File: src/rtl/arm_mem_access.sv
// Load/store initiator for one port of a word-write-only memory.
// Handles byte/half/word accesses with little-endian lane selection, load
// sign/zero extension and read-modify-write for sub-word stores.
module arm_mem_access #(
    parameter int unsigned ADDR_W = 32,
    parameter int unsigned DATA_W = 32
) (
    input  logic              clk,
    input  logic              rst_n,
    input  logic              req_valid,
    output logic              req_ready,
    input  logic              req_write,
    input  logic [1:0]        req_size,
    input  logic              req_signed,
    input  logic [ADDR_W-1:0] req_addr,
    input  logic [DATA_W-1:0] req_wdata,
    output logic              rsp_valid,
    output logic [DATA_W-1:0] rsp_rdata,
    output logic [1:0]        rsp_fault,
    output logic [ADDR_W-1:0] mem_addr,
    output logic [DATA_W-1:0] mem_data_in,
    output logic              mem_we,
    input  logic [DATA_W-1:0] mem_data_out,
    input  logic              mem_excpt
);

    localparam logic [1:0] SIZE_BYTE   = 2'b00;
    localparam logic [1:0] SIZE_HALF   = 2'b01;
    localparam logic [1:0] SIZE_WORD   = 2'b10;
    localparam logic [1:0] SIZE_RSVD   = 2'b11;
    localparam logic [1:0] FAULT_OK    = 2'b00;
    localparam logic [1:0] FAULT_ALIGN = 2'b01;
    localparam logic [1:0] FAULT_MEM   = 2'b10;

    typedef enum logic [2:0] {
        IDLE     = 3'd0,
        RD_ISSUE = 3'd1,
        RD_DATA  = 3'd2,
        WR_ISSUE = 3'd3,
        WR_CHK   = 3'd4,
        RESP     = 3'd5
    } state_t;

    typedef struct packed {
        logic              write;
        logic [1:0]        size;
        logic              sgn;
        logic [ADDR_W-1:0] addr;
        logic [DATA_W-1:0] wdata;
    } req_t;

    state_t            state;
    state_t            state_next;
    req_t              req_q;

    logic              align_fault_c;
    logic [ADDR_W-1:0] addr_src_c;
    logic [ADDR_W-1:0] addr_aligned_c;

    logic              req_ready_d;
    logic              rsp_valid_d;
    logic [DATA_W-1:0] rsp_rdata_d;
    logic [1:0]        rsp_fault_d;
    logic [ADDR_W-1:0] mem_addr_d;
    logic [DATA_W-1:0] mem_data_in_d;
    logic              mem_we_d;

    // Extract the addressed lane from a memory word and extend it.
    function automatic logic [DATA_W-1:0] load_ext(
        input logic [DATA_W-1:0] word,
        input logic [1:0]        size,
        input logic              sgn,
        input logic [1:0]        lane
    );
        logic [7:0]  b;
        logic [15:0] h;
        case (lane)
            2'd0:    b = word[7:0];
            2'd1:    b = word[15:8];
            2'd2:    b = word[23:16];
            default: b = word[31:24];
        endcase
        h = lane[1] ? word[31:16] : word[15:0];
        case (size)
            SIZE_BYTE: load_ext = {{24{sgn & b[7]}}, b};
            SIZE_HALF: load_ext = {{16{sgn & h[15]}}, h};
            default:   load_ext = word;
        endcase
    endfunction

    // Replace the addressed byte/half lane of a read word with store data.
    function automatic logic [DATA_W-1:0] merge_store(
        input logic [DATA_W-1:0] word,
        input logic [DATA_W-1:0] wdata,
        input logic [1:0]        size,
        input logic [1:0]        lane
    );
        merge_store = word;
        if (size == SIZE_BYTE) begin
            case (lane)
                2'd0:    merge_store[7:0]   = wdata[7:0];
                2'd1:    merge_store[15:8]  = wdata[7:0];
                2'd2:    merge_store[23:16] = wdata[7:0];
                default: merge_store[31:24] = wdata[7:0];
            endcase
        end else if (lane[1]) begin
            merge_store[31:16] = wdata[15:0];
        end else begin
            merge_store[15:0] = wdata[15:0];
        end
    endfunction

    // Alignment / reserved-size check on the incoming request.
    always_comb begin
        align_fault_c = (req_size == SIZE_RSVD) ||
                        ((req_size == SIZE_HALF) && req_addr[0]) ||
                        ((req_size == SIZE_WORD) && (req_addr[1:0] != 2'b00));
    end

    // Address in play: live request at accept, latched request afterwards.
    always_comb begin
        addr_src_c     = (state == IDLE) ? req_addr : req_q.addr;
        addr_aligned_c = {addr_src_c[ADDR_W-1:2], 2'b00};
    end

    // State register.
    always_ff @(posedge clk or negedge rst_n) begin
        if (!rst_n) begin
            state <= IDLE;
        end else begin
            state <= state_next;
        end
    end

    // Next-state logic.
    always_comb begin
        state_next = state;
        case (state)
            IDLE: begin
                if (req_valid) begin
                    if (align_fault_c) begin
                        state_next = RESP;
                    end else if (req_write && (req_size == SIZE_WORD)) begin
                        state_next = WR_ISSUE;
                    end else begin
                        state_next = RD_ISSUE;
                    end
                end
            end
            RD_ISSUE: state_next = RD_DATA;
            RD_DATA: begin
                if (mem_excpt || !req_q.write) begin
                    state_next = RESP;
                end else begin
                    state_next = WR_ISSUE;
                end
            end
            WR_ISSUE: state_next = WR_CHK;
            WR_CHK:   state_next = RESP;
            RESP:     state_next = IDLE;
            default:  state_next = IDLE;
        endcase
    end

    // Output values for the state being entered; registered below.
    always_comb begin
        req_ready_d   = 1'b0;
        rsp_valid_d   = 1'b0;
        rsp_rdata_d   = '0;
        rsp_fault_d   = FAULT_OK;
        mem_addr_d    = '0;
        mem_data_in_d = '0;
        mem_we_d      = 1'b0;
        case (state_next)
            IDLE: req_ready_d = 1'b1;
            RD_ISSUE, RD_DATA, WR_CHK: mem_addr_d = addr_aligned_c;
            WR_ISSUE: begin
                mem_addr_d = addr_aligned_c;
                mem_we_d   = 1'b1;
                if (state == IDLE) begin
                    mem_data_in_d = req_wdata;
                end else begin
                    mem_data_in_d = merge_store(mem_data_out, req_q.wdata,
                                                req_q.size, req_q.addr[1:0]);
                end
            end
            RESP: begin
                rsp_valid_d = 1'b1;
                if (state == IDLE) begin
                    rsp_fault_d = FAULT_ALIGN;
                end else if (mem_excpt) begin
                    rsp_fault_d = FAULT_MEM;
                end else if (state == RD_DATA) begin
                    rsp_rdata_d = load_ext(mem_data_out, req_q.size,
                                           req_q.sgn, req_q.addr[1:0]);
                end
            end
            default: ;
        endcase
    end

    // Latch the request on accept.
    always_ff @(posedge clk or negedge rst_n) begin
        if (!rst_n) begin
            req_q <= '0;
        end else if ((state == IDLE) && req_valid) begin
            req_q <= '{write: req_write, size: req_size, sgn: req_signed,
                       addr: req_addr, wdata: req_wdata};
        end
    end

    // Output registers.
    always_ff @(posedge clk or negedge rst_n) begin
        if (!rst_n) begin
            req_ready   <= 1'b1;
            rsp_valid   <= 1'b0;
            rsp_rdata   <= '0;
            rsp_fault   <= FAULT_OK;
            mem_addr    <= '0;
            mem_data_in <= '0;
            mem_we      <= 1'b0;
        end else begin
            req_ready   <= req_ready_d;
            rsp_valid   <= rsp_valid_d;
            rsp_rdata   <= rsp_rdata_d;
            rsp_fault   <= rsp_fault_d;
            mem_addr    <= mem_addr_d;
            mem_data_in <= mem_data_in_d;
            mem_we      <= mem_we_d;
        end
    end

endmodule

File: config.mk
export PLATFORM = sky130hd
export DESIGN_NAME = arm_mem_access
export DESIGN_NICKNAME = d
export VERILOG_FILES = /design/src/rtl/arm_mem_access.sv
export SDC_FILE = /design/constraint.sdc
export NUM_CORES = 1
export LEC_CHECK = 0
export ABC_AREA = 1
export BUFFER_PORTS_ARGS = -buffer_cell sky130_fd_sc_hd__buf_4
export CORE_MARGIN = 10
export CORE_UTILIZATION = 40
export CTS_CLUSTER_DIAMETER = 40
export CTS_CLUSTER_SIZE = 16
export DETAILED_ROUTE_END_ITERATION = 10
export GPL_TIMING_DRIVEN = 0
export PLACE_DENSITY_LB_ADDON = 0.1
export SLEW_MARGIN = 20
export SYNTH_ARGS = -nofsm -noshare
export SYNTH_HDL_FRONTEND = slang
export SYNTH_SLANG_ARGS = --single-unit
File: constraint.sdc
create_clock -name clk -period 1.9 [get_ports clk]
set_clock_uncertainty 0.1 [all_clocks]
set_input_delay 0.19 -clock clk [delete_from_list [all_inputs] [get_ports clk]]
set_output_delay 0.19 -clock clk [all_outputs]
set_load 0.02 [all_outputs]
==> Implementation_results.wiki <==
{| class="wikitable"
! Metric !! Value
|-
| Number of top-level pins || 205
|-
| Worst setup path class || reg2reg
|-
| Sequential share of the synthesized area || 0.501
|-
| Global placer's final weighted congestion || 0.935
|-
| Vias after detailed routing || 7552
|-
| Total power after layout || 18.1 mW
|-
| Critical Path Source Type || flop
|-
| Register-to-Register Setup Slack || 0.04 ns
|-
| Pwr dens || 1650 nW/µm²
|-
| Switching share of power || 0.467
|-
| Clock insertion delay at the later pin of the skew report || ~0.43 ns
|-
| Worst slew pin tran || about 0.6 ns
|-
| Via count of the first global-routing pass || 7275
|-
| CTS tree || yes
|-
| Residual DRC || 0
|-
| Setup repair after global routing missed its margin || true
|-
| Ant diodes || 0
|-
| Crit Path Max Fanout || 10
|-
| CTS buffer count || 17
|-
| Initial antenna violation count || 0
|-
| Switching power total || 8.47 mW
|-
| Number of input and output port buffers inserted || between 200 and 250
|-
| Number of iterations in the first detailed-routing pass || 5
|-
| Number of endpoints failing setup at the final stage || 0
|-
| Synthesized instance count || 961
|-
| First element of the critical path || state[1]
|-
| Wirelength per Cell || approximately 18 µm
|-
| Sequential share of power || 0.270
|-
| DRT iter0 DRCs || 619
|-
| Clock share of power || 0.183
|-
| Yosys cell types || 32
|-
| Max_slew headroom || 0.608
|-
| Pin count of the biggest net entering global routing || 88
|-
| First-pass GRT wire length || between 40000 and 50000 µm
|-
| Initial Utilization || 0.408
|-
| Sinks on Clock Net || about 150
|-
| Ratio of cells with drive above 1 in the final layout || 0.281
|-
| Placed Instance Area || 9570 µm²
|-
| Static power due to leakage || 5.69 nW
|-
| Setup slack of the critical path after layout || around 0.038 ns
|-
| Net total in the final layout || 1368
|-
| Post-CTS clock slew at the launch and capture registers of the worst setup and hold paths || 0.07 ns
|-
| Endpoint of the lowest-slack register-to-register path || mem_addr[3]
|-
| Number of levels the H-tree was split into || 4
|-
| FF+latch count, synth || 154
|-
| Data arrival, critical path || 2.08 ns
|-
| Maximum operating frequency || 537 MHz
|-
| Combined area of all synthesized cells || 7690 µm²
|-
| Critical-path cell with the highest stage delay || sky130_fd_sc_hd__dfrtp_1
|-
| Final design utilization || 0.583
|-
| Final critical-path share of the clock period || 0.980
|-
| Largest stage delay, worst path || 0.42 ns
|-
| Total detailed-routing wirelength || 27400 µm
|-
| Antenna-violating nets left || 0
|-
| Critical path capture point type || flop
|-
| Average instance area after synthesis || 8.00 µm²
|-
| CTS max path bufs || 2
|-
| Post-route insts no fill || approximately 1500
|-
| Worst Path Required || 2.12 ns
|-
| Width of the die || 159 µm
|-
| Std-Cell Rows || 50
|-
| Worst vdd ir || ~0.76 mV
|-
| Pint || roughly 9.7 mW
|-
| GRT Resource Usage Total || 0.216
|-
| Final number of max-transition violations || 0
|-
| Run status || finished, final reports clean
|-
| Max Cap Viol || 0
|-
| Destination of the critical timing path || mem_addr[3]
|-
| Time the worst path needs with I/O delays and setup || 1.86 ns
|-
| Core area || 18800 µm²
|-
| Combinational group share of total power || 0.546
|-
| Avg Vias per Cell || 4.92
|-
| Setup Slack @ Placement || -0.0867 ns
|-
| Length in cells of the worst reg-to-reg path || 9
|-
| Hold violation total from the final report || 0
|-
| Clock root cell || sky130_fd_sc_hd__clkbuf_16
|-
| HP Class || in2reg
|-
| Number of placed instances, taps included || 1425
|-
| Number of warnings printed during yosys synthesis || 0
|-
| P&R area growth vs syn || 42.8%
|-
| Startpoint of the worst register-to-register path || state[1]
|-
| Leftover overflow at the end of global routing || 0
|-
| Fin area || 11000 µm²
|-
| Die area || ~25000 µm²
|-
| DP Wirelength || 20300 µm
|-
| Die boundary height || 159 µm
|-
| Chain of cells forming the critical path || nor2_4, nand2_4, nor2_1, nand3_1, nand3_1, nand2_1, nand2_4, buf_6, nor2_2
|}
## Yosys cell counts, drive strengths merged
cell	n	area, µm²
nand3	70	435
nand4	1	6.26
dfstp	1	26.3
dfrtp	153	3830
clkinv	1	8.76
o22ai	1	6.26
clkbuf	21	78.8
or2	8	50.1
a21oi	62	310
buf	41	258
a21boi	1	7.51
nor3	1	5.00
inv	111	417
nand2	232	903
o21ai	157	790
o211ai	15	113
conb	1	3.75
nor2	84	440
## worst max-delay path, delay by kind of cell, from the launching register on
| kind | cells | cell delay, ns |
|---|---|---|
| AND/OR/NAND/NOR | 8 | 1.03 |
| flip-flops | 1 | 0.42 |
| buffers and inverters | 1 | 0.19 |
## metrics by stage
step	setup TNS, ns	hold WS (ns)
after floorplan	0	-0.206
after global placement	-43.49	0.296
after detailed placement	-0.155	0.0895
after CTS	0	0.00700
after global routing	-1.27	0.0462
final	0	0.0183
## logic make-up after synthesis
| group | Yosys count | share of synthesized area |
|---|---|---|
| simple gates | 396 | 0.239 |
| compound gates | 236 | 0.160 |
| buf+inv | 174 | 0.0991 |
| flops | 154 | 0.501 |
| other cells | 1 | 0.000488 |
## area by class of cell
type | instances | area [µm²]
plain buffers | 62 | 368
clock buffers | 17 | 425
multi-input cells | 634 | 3090
inverters | 112 | 425
fillers | 1750 | 7850
flip-flops and latches | 154 | 3850
clock inverters | 14 | 139
well taps | 260 | 325
repair buffers | 283 | 2350
## worst min-delay path by stage
| stage | from | endpoint | slack (ns) | depth (start not counted) |
|---|---|---|---|---|
| 2_1_floorplan | rst_n | mem_addr[10] | -0.21 | 0 |
| 3_3_place_gp | req_signed | req_q[64] | 0.30 | 3 |
| 3_5_place_dp | rst_n | rsp_rdata[28] | 0.09 | 1 |
| 4_1_cts | mem_data_out[31] | rsp_rdata[31] | 0.007 | 3 |
| 5_1_grt | mem_data_out[31] | rsp_rdata[31] | 0.05 | 3 |
| 6_report | mem_data_out[31] | rsp_rdata[31] | 0.02 | 3 |
## state kept, by name, indices dropped and copies added, names as in the netlist
name	count
req_q	52
mem_data_in	32
rsp_rdata	32
mem_addr	30
state	3
rsp_fault	2
mem_we	1
req_ready	1
rsp_valid	1
## cells in the final DEF (no fill, tap or decap), types with 6 or more instances in the layout
master,count
sky130_fd_sc_hd__a21oi_1,61
sky130_fd_sc_hd__o21ai_0,146
sky130_fd_sc_hd__nor2_2,33
sky130_fd_sc_hd__nand3_1,56
sky130_fd_sc_hd__nand3_2,12
sky130_fd_sc_hd__nand2_2,6
sky130_fd_sc_hd__o211ai_1,15
sky130_fd_sc_hd__buf_2,20
sky130_fd_sc_hd__dfrtp_1,153
sky130_fd_sc_hd__nor2_1,47
sky130_fd_sc_hd__clkbuf_16,17
sky130_fd_sc_hd__buf_4,210
sky130_fd_sc_hd__or2_2,8
sky130_fd_sc_hd__o21ai_1,9
sky130_fd_sc_hd__clkbuf_1,15
sky130_fd_sc_hd__clkbuf_2,7
sky130_fd_sc_hd__inv_1,106
sky130_fd_sc_hd__nand2_1,223
sky130_fd_sc_hd__dlygate4sd3_1,79
## power groups by stage
| stage | Combinational [mW] | Sequential [mW] | Clock, mW |
|---|---|---|---|
| after CTS | 9.75 | 4.88 | 3.39 |
| after global routing | 10.9 | 5.02 | 3.51 |
| after global placement | 9.50 | 4.90 | 0 |
| final | 9.91 | 4.90 | 3.32 |
| after floorplan | 5.75 | 5.49 | 0 |
| after detailed placement | 9.57 | 4.93 | 0 |
## metal layers
metal | GRT usage | vias up | wire (µm)
li1 | - | 3684 | -
met3 | 0.0523 | 32 | 2400
met2 | 0.321 | 341 | 12200
met5 | 0 | - | 0
met1 | 0.296 | 3495 | 12100
met4 | 0.0829 | 0 | 709
## repair_timing
| item | in CTS | in global routing |
|---|---|---|
| resized for setup | 2 | 29 |
| buffers inserted | 0 | 1 |
| endpoints found under the setup margin | 4 | 70 |
| hold buffers | 79 | 0 |
| hold endpoints to repair | 159 | 0 |
Power figures use the tool's default switching activity.
